`config.mk`:
```
export PLATFORM = sky130hd
export DESIGN_NAME = speed_sensor
export DESIGN_NICKNAME = d
export VERILOG_FILES = /design/src/rtl/speed_sensor.sv
export SDC_FILE = /design/constraint.sdc
export NUM_CORES = 1
export LEC_CHECK = 0
export CORE_ASPECT_RATIO = 1.25
export CORE_UTILIZATION = 60
export DETAILED_ROUTE_END_ITERATION = 10
export DONT_BUFFER_PORTS = 1
export GPL_TIMING_DRIVEN = 1
export PLACE_DENSITY = 0.8
export SETUP_SLACK_MARGIN = 0.4
export SYNTH_ARGS = -nofsm -noshare
export SYNTH_HDL_FRONTEND = slang
export SYNTH_SLANG_ARGS = --single-unit
```
`constraint.sdc`:
```
create_clock -name clk -period 4 [get_ports clk]
set_input_delay 0.8 -clock clk [delete_from_list [all_inputs] [get_ports clk]]
set_output_delay 0.8 -clock clk [all_outputs]
set_load 0.1 [all_outputs]
```
`src/rtl/speed_sensor.sv`:
```
// Wheel-pulse speed sensor: counts synchronized pulse edges over a fixed window and publishes a scaled, saturated speed.
// Define SPEED_SENSOR_AVG_EN to publish the 4-window moving average instead of the raw per-window value.
module speed_sensor #(
  parameter int WINDOW_CYCLES   = 1000,
  parameter int SPEED_PER_PULSE = 1,
  parameter int STALL_WINDOWS   = 3
) (
  input  logic       clk,
  input  logic       clear,
  input  logic       wheel_pulse,
  input  logic       enable,
  output logic [7:0] current_speed,
  output logic       speed_valid,
  output logic       stall
);

  localparam int WIN_W = (WINDOW_CYCLES > 1) ? $clog2(WINDOW_CYCLES) : 1;
  localparam logic [WIN_W-1:0] WIN_LAST = WIN_W'(WINDOW_CYCLES - 1);
  localparam logic [3:0] STALL_TH = 4'(STALL_WINDOWS);

  typedef enum logic {IDLE, COUNT} state_t;

  state_t           state;
  logic             sync_q1, sync_q2, sync_q3, tick;
  logic [WIN_W-1:0] win_cnt;
  logic [7:0]       pulse_cnt;
  logic [3:0]       zero_cnt;

  logic [7:0]  pulse_total;
  logic [15:0] scaled;
  logic [7:0]  raw;
  logic [7:0]  speed_next;
  logic [3:0]  zero_next;
  logic        close;

  always_ff @(posedge clk or negedge clear) begin
    if (!clear) begin
      sync_q1 <= 1'b0;
      sync_q2 <= 1'b0;
      sync_q3 <= 1'b0;
      tick    <= 1'b0;
    end else begin
      sync_q1 <= wheel_pulse;
      sync_q2 <= sync_q1;
      sync_q3 <= sync_q2;
      tick    <= sync_q2 & ~sync_q3;
    end
  end

  // A tick arriving in the terminal cycle is folded into the closing window here.
  always_comb begin
    pulse_total = pulse_cnt;
    if (tick && (pulse_cnt != 8'hFF)) pulse_total = pulse_cnt + 8'd1;
    scaled    = 16'(pulse_total) * 16'(SPEED_PER_PULSE);
    raw       = (scaled > 16'd255) ? 8'hFF : scaled[7:0];
    zero_next = 4'd0;
    if (pulse_total == 8'd0) zero_next = (zero_cnt == 4'hF) ? 4'hF : zero_cnt + 4'd1;
    close     = (state == COUNT) && enable && (win_cnt == WIN_LAST);
  end

`ifdef SPEED_SENSOR_AVG_EN
  // The newest history entry is raw itself, so only the three older ones are stored.
  logic [7:0] hist0, hist1, hist2;
  logic [9:0] avg_sum;

  always_comb begin
    avg_sum    = 10'(raw) + 10'(hist0) + 10'(hist1) + 10'(hist2);
    speed_next = avg_sum[9:2];
  end

  always_ff @(posedge clk or negedge clear) begin
    if (!clear) begin
      hist0 <= 8'd0;
      hist1 <= 8'd0;
      hist2 <= 8'd0;
    end else if (close) begin
      hist0 <= raw;
      hist1 <= hist0;
      hist2 <= hist1;
    end
  end
`else
  always_comb speed_next = raw;
`endif

  always_ff @(posedge clk or negedge clear) begin
    if (!clear) begin
      state         <= IDLE;
      win_cnt       <= '0;
      pulse_cnt     <= 8'd0;
      zero_cnt      <= 4'd0;
      current_speed <= 8'd0;
      speed_valid   <= 1'b0;
      stall         <= 1'b0;
    end else begin
      speed_valid <= 1'b0;
      case (state)
        IDLE: begin
          win_cnt   <= '0;
          pulse_cnt <= 8'd0;
          if (enable) state <= COUNT;
        end
        COUNT: begin
          if (!enable) begin
            state     <= IDLE;
            win_cnt   <= '0;
            pulse_cnt <= 8'd0;
          end else if (close) begin
            win_cnt       <= '0;
            pulse_cnt     <= 8'd0;
            zero_cnt      <= zero_next;
            current_speed <= speed_next;
            speed_valid   <= 1'b1;
            stall         <= (zero_next >= STALL_TH);
          end else begin
            win_cnt   <= win_cnt + 1'b1;
            pulse_cnt <= pulse_total;
          end
        end
        default: state <= IDLE;
      endcase
    end
  end

endmodule

```
==> flow_summary_export.csv, run 1 <==
group,metric,value,unit
clock_network,clk_path_buf_depth,2,
global_route,grt_max_degree,38,
yosys,async_flop_share,100,%
clock_network,cts_tree,"yes",
timing,timing.final.crit_period,2.39,ns
die,die_h,64.0,microns
yosys,post_synth.cell_area_avg,9.76,sq um
power_and_ir_drop,power_density,347,nW/um^2
critical_path,cpPeakStageDelay,0.67,ns
critical_path,cp_top_family,"simple AND/OR/NAND/NOR gates",
final_layout,final_util,65.9,%
yosys,synth_ff_type,"dfrtp_1",
placement,hpwl,2.55,mm
placement,gp_congestion,0.801,
die,core.rowCount,22,
clock_network,htree_levels,2,
clock_network,cts_root_buffer,"clkbuf_4",
global_route,gr-total-overflow,0,
worst_hold_path,hp-class,"input port to asynchronous set/reset pin",
timing,hold_viol_final,0,
die,die_x,51.6,microns
run,cap_violations,0,
yosys,synthCells,189,
clock_network,cts.sinks,37,
yosys,yosysTopAreaCell,"dfrtp_1",
die,start_util,63.2,%
final_layout,diodes,0,
drt,postRouteWirelength,3.47,mm
final_layout,drive_above_1_share,8.95,%
drt,wl_per_cell,15.3,microns
global_route,grt_first_pass_wirelength,5.90,mm
timing,finalSetupTns,0,ns
timing,finalSetupViolations,0,
yosys,synth_edf_count,0,
yosys,seq_area_frac_synth,50.2,%
yosys,yosys.area.top_type_share,50.2,%
critical_path,rrSetupSlack,1.61,ns
yosys,synth.lib_cells_used.distinct,44,
timing,period_share,59.7,%
final_layout,fillers,244,
timing,rsz0062_at_grt,"false",
die,io-pin-count,14,
yosys,synth_seq_cells,37,
clock_network,cts_buffers,5,
timing,report.final.slew_viol_count,0,
drt,vias_per_cell,6.15,
yosys,yosysWarningCount,0,
die,die_area,3300,sq um
drt,drtPass1Iterations,4,
timing,fin_hold_ws,0.125,ns
clock_network,ctsResizeCount,0,
final_layout,area_growth,4.27,%
final_layout,nNetsFinal,196,
timing,slew_headroom,39.5,%
clock_network,cts_setup_buffers,0,
power_and_ir_drop,peakVddDrop,0.404,mV
critical_path,worst_r2r_endpoint,"win_cnt[3]$_DFF_PN0_",
power_and_ir_drop,p_leak,0.809,nW
critical_path,critPathBufInv,0,
critical_path,crit_top_cell,"nand3_1",
critical_path,crit_type,"register to register",
critical_path,cp_max_fo,20,
critical_path,ff2ff_path_depth,4,
placement,port_buffers,0,
timing,tightest_slew,0.908,ns
critical_path,cp.required,4.21,ns
timing,fmaxAchievable,419,MHz
clock_network,clkTransAtPathRegs,0.11,ns
drt,dr_total_vias,1390,
critical_path,path_cells,"nor4bb_1, nand3_1, nand3_1, nor2_1",
yosys,synth_area_leaders,"dfrtp_1 50%, o21ai_0 6.0%, nor2_1 5.3%",
timing,fin_skew,0.0116,ns
critical_path,cp-startpoint,"win_cnt[3]$_DFF_PN0_",
yosys,post-synth-top-count-cell,"dfrtp_1",
critical_path,cp.arrival,2.60,ns
global_route,grt_util_all_layers,24.7,%
critical_path,crit_path_start_kind,"register",
critical_path,crit_path_top_delay_cell,"nand3_1",
global_route,first_global_vias,1354,
critical_path,end_kind,"register",
die,core-area,2920,sq um
critical_path,crit_cells,4,
power_and_ir_drop,total_power,0.000667,W
yosys,ys_top_cells_by_count,"37 x dfrtp_1, 26 x nor2_1, 24 x nand2_1",
drt,antenna_left,0,
critical_path,critPathCapture,"win_cnt[3]$_DFF_PN0_",
clock_network,hold_buffers,0,
yosys,syn_nets,196,
drt,post-route-drc-count,0,
yosys,synth_area,1840,sq um
status,status,"finished clean",
global_route,antenna_found_initial,0,
drt,drtIter0Drc,43,
clock_network,clk_latency,0.35,ns
critical_path,r2r_start,"win_cnt[3]$_DFF_PN0_",
## cells in the final DEF, fill, tap and decap left out, types with 2 or more instances in the layout
| cell type | count |
|---|---|
| a21oi_1 | 5 |
| and3_1 | 4 |
| clkbuf_4 | 5 |
| dfrtp_1 | 37 |
| ha_1 | 3 |
| inv_1 | 5 |
| mux2i_1 | 2 |
| nand2_1 | 24 |
| nand3_1 | 12 |
| nand4_1 | 4 |
| nor2_1 | 26 |
| nor2b_1 | 2 |
| o21ai_0 | 22 |
| o21ai_1 | 2 |
| or3_1 | 2 |
| xnor2_1 | 3 |
| xor2_1 | 5 |
## through the flow
stage / worst slack, ns / cells / area, sq um
after floorplan: 2.06 / 189 / 1840
after global placement: 1.46 / 218 / 1840
after detailed placement: 1.34 / 218 / 1840
after CTS: 1.62 / 226 / 1920
after global routing: 1.36 / 226 / 1920
final: 1.61 / 226 / 1920
## layout make-up
type	count	area, sq um	area share, %
Sequential cell	37	926	48.1
Clock buffer	7	55.1	2.86
Clock inverter	1	30.0	1.56
Tap cell	36	45.0	2.34
Inverter	5	18.8	0.976
Multi-Input combinational cell	140	848	44.1
## worst min-delay path by stage
stage	from	to	slack, ns
2_1_floorplan	sync_q1$_DFF_PN0_	sync_q2$_DFF_PN0_	0.33
3_5_place_dp	sync_q1$_DFF_PN0_	sync_q2$_DFF_PN0_	0.34
4_1_cts	clear	current_speed[4]$_DFFE_PN0P_	0.11
5_1_grt	clear	current_speed[3]$_DFFE_PN0P_	0.09
3_3_place_gp	sync_q1$_DFF_PN0_	sync_q2$_DFF_PN0_	0.33
6_report	clear	current_speed[4]$_DFFE_PN0P_	0.13
## power breakdown
group,internal [W],switching [W],leakage (nW)
clock,0.000149,0.000122,0.0455
sequential,0.000378,0.00000436,0.505
combinational,0.00000493,0.00000878,0.258
total,0.000532,0.000135,0.809
## layer usage
layer / routed length (microns) / track usage [%]
met1: 1460 / 28.2
met2: 1810 / 42.7
met3: 143 / 8.10
met4: 56 / 8.11
met5: 0 / 0
## logic make-up (layout without fill, tap and decap cells)
logic type | after synthesis | count (layout) | share of synthesized area [%]
muxes | 3 | 3 | 1.70
AOI/OAI and AO/OA | 41 | 41 | 14.5
DFF | 37 | 37 | 50.2
buffers and inverters | 12 | 13 | 3.80
xor gates and xnor gates | 8 | 8 | 3.80
adders and majority gates | 3 | 3 | 2.04
and+or+nand+nor | 85 | 85 | 24.0
## flip-flops by register name, summed over array words and instances (netlist names)
register and count:
sync_q1 1, sync_q3 1, speed_valid 1, win_cnt 10, current_speed 8, state 1, tick 1, sync_q2 1
stall 1, pulse_cnt 8, zero_cnt 4
## worst reg2reg max path, cell delays in order, from the launching register on
cell	delay (ns)
dfrtp_1	0.44
nor4bb_1	0.47
nand3_1	0.56
nand3_1	0.67
nor2_1	0.11
No activity file was read; power rests on OpenSTA's default activity.
==> run 2: changes to the inputs <==
==> constraint.sdc (replaced) <==
create_clock -name clk -period 2.2 [get_ports clk]
set_input_delay 0.44 -clock clk [delete_from_list [all_inputs] [get_ports clk]]
set_output_delay 0.44 -clock clk [all_outputs]
set_load 0.1 [all_outputs]
==> flow_summary_export.csv, run 2 (synthesized netlist as in run 1, its figures left out) <==
group,metric,value,unit
status,status,"finished clean",
die,core.rowCount,22,
critical_path,end_kind,"register",
critical_path,crit_type,"register to register",
critical_path,critPathBufInv,0,
drt,drtPass1Iterations,4,
final_layout,largest_reg_flops,10,
die,die_area,3300,sq um
final_layout,final_cell_mix,"33 x dfrtp_1, 26 x nor2_1, 23 x nand2_1, 20 x o21ai_0, 15 x buf_4",
die,io-pin-count,14,
drt,dr_total_vias,1459,
power_and_ir_drop,combPwrFrac,4.1,%
power_and_ir_drop,p_leak,0.913,nW
clock_network,cts_root_buffer,"clkbuf_4",
critical_path,cp.arrival,2.11,ns
power_and_ir_drop,p_int,0.000977,W
clock_network,htree_levels,2,
timing,finalSetupViolations,0,
global_route,grt_util_all_layers,27.0,%
clock_network,clkTransAtPathRegs,0.12,ns
global_route,grt_max_degree,38,
worst_hold_path,hp-class,"input port to register",
die,die_x,51.6,microns
placement,port_buffers,0,
final_layout,fillers,217,
clock_network,clk_path_buf_depth,2,
final_layout,reg_top3,"win_cnt (10), current_speed (8), pulse_cnt (8)",
timing,slew_headroom,65.3,%
clock_network,clk_latency,0.36,ns
clock_network,cts.sinks,37,
die,start_util,63.2,%
timing,timing.final.crit_period,1.82,ns
placement,gp_congestion,0.898,
power_and_ir_drop,pwr-share-seq,55.5,%
timing,fin_skew,0.0195,ns
global_route,antenna_found_initial,0,
placement,hpwl,2.55,mm
die,core-area,2920,sq um
final_layout,multi_input_area,921,sq um
global_route,first_global_vias,1470,
final_layout,diodes,0,
final_layout,drive_above_1_share,21.6,%
critical_path,cp.required,2.49,ns
critical_path,crit_top_cell,"nand4_4",
die,die_h,64.0,microns
power_and_ir_drop,pwr-share-clk,40.4,%
timing,finalSetupTns,0,ns
power_and_ir_drop,peakVddDrop,0.585,mV
drt,drtIter0Drc,42,
critical_path,path_cells,"nand4_4, or4b_4, nand2_4, nand4_4, a211oi_2",
drt,antenna_left,0,
clock_network,cts_buffers,5,
timing,fin_hold_ws,0.104,ns
clock_network,cts_tree,"yes",
timing,fmaxAchievable,548,MHz
timing,report.final.slew_viol_count,0,
drt,post-route-drc-count,0,
critical_path,crit_path_start_kind,"register",
final_layout,final_util,73.8,%
power_and_ir_drop,total_power,0.00125,W
final_layout,nNetsFinal,214,
final_layout,regMostFlops,"win_cnt",
timing,hold_viol_final,0,
power_and_ir_drop,swShare,22.0,%
power_and_ir_drop,power_density,581,nW/um^2
critical_path,crit_path_top_delay_cell,"or4b_4",
final_layout,area_growth,16.8,%
run,cap_violations,0,
global_route,grt_first_pass_wirelength,6.42,mm
drt,wl_per_cell,16.1,microns
critical_path,cp_top_family,"simple AND/OR/NAND/NOR gates",
global_route,gr-total-overflow,0,
critical_path,cp_max_fo,6,
power_and_ir_drop,p_sw,0.000276,W
critical_path,cpPeakStageDelay,0.61,ns
final_layout,seqCellArea,931,sq um
timing,period_share,82.9,%
timing,rsz0062_at_grt,"true",
drt,vias_per_cell,5.98,
final_layout,final_common_cell,"dfrtp_1",
drt,postRouteWirelength,3.94,mm
timing,tightest_slew,0.513,ns
run 2: changes by cell type in the layout (fill, tap and decap cells not counted), sizes merged:
| cell | previous run | this run |
|---|---|---|
| dlygate4sd3 | 0 | 1 |
| buf | 0 | 17 |
run 2: repair_timing:
item	in CTS	in global routing
buffers inserted	3	1
endpoints found under the hold margin	37	0
hold buffers	2	0
pin swaps	6	8
resized for setup	8	10
endpoints found under the setup margin	21	5
run 2: worst paths after layout:
path	from	to	slack, ns	cells after the start
setup / recovery	pulse_cnt[2]$_DFF_PN0_	zero_cnt[3]$_DFFE_PN0P_	0.38	5
hold / removal	wheel_pulse	sync_q1$_DFF_PN0_	0.10	0
setup reg to reg	pulse_cnt[2]$_DFF_PN0_	zero_cnt[3]$_DFFE_PN0P_	0.38	5
hold reg to reg	sync_q1$_DFF_PN0_	sync_q2$_DFF_PN0_	0.36	0
max in group asynchronous	clear	speed_valid$_DFF_PN0_	1.47	2
min in group asynchronous	clear	pulse_cnt[3]$_DFF_PN0_	0.52	2
run 2: metrics by stage:
stage	cells	area, sq um	setup slack, ns
3_5_place_dp	230	1940	0.251
6_report	244	2150	0.375
5_1_grt	244	2150	0.324
4_1_cts	243	2110	0.335
3_3_place_gp	230	1940	0.328
2_1_floorplan	189	1860	0.411
run 2: power groups by stage:
stage / combinational [W] / clock [W] / sequential, W
after floorplan: 0.0000267 / 0 / 0.000704
after global placement: 0.0000261 / 0 / 0.000707
after detailed placement: 0.0000279 / 0 / 0.000707
after CTS: 0.0000503 / 0.000511 / 0.000694
after global routing: 0.0000575 / 0.000537 / 0.000696
final: 0.0000517 / 0.000506 / 0.000695
run 2: final cells by class:
type / instances / area share, %
multi-input cells: 140 / 42.7
flip-flops and latches: 37 / 43.2
clock inverters: 1 / 1.39
repair buffers: 18 / 7.14
clock buffers: 7 / 2.56
well taps: 36 / 2.09
inverters: 5 / 0.871
run 2: layer usage:
metal / global-route usage (%) / vias to the layer above / wire length, microns / part of all wire, %
met4: 14.2 / 0 / 115 / 2.9
met3: 7.38 / 13 / 159 / 4.0
met2: 45.3 / 39 / 2120 / 54
li1: - / 700 / - / -
met1: 30.5 / 707 / 1540 / 39
met5: 0 / - / 0 / 0
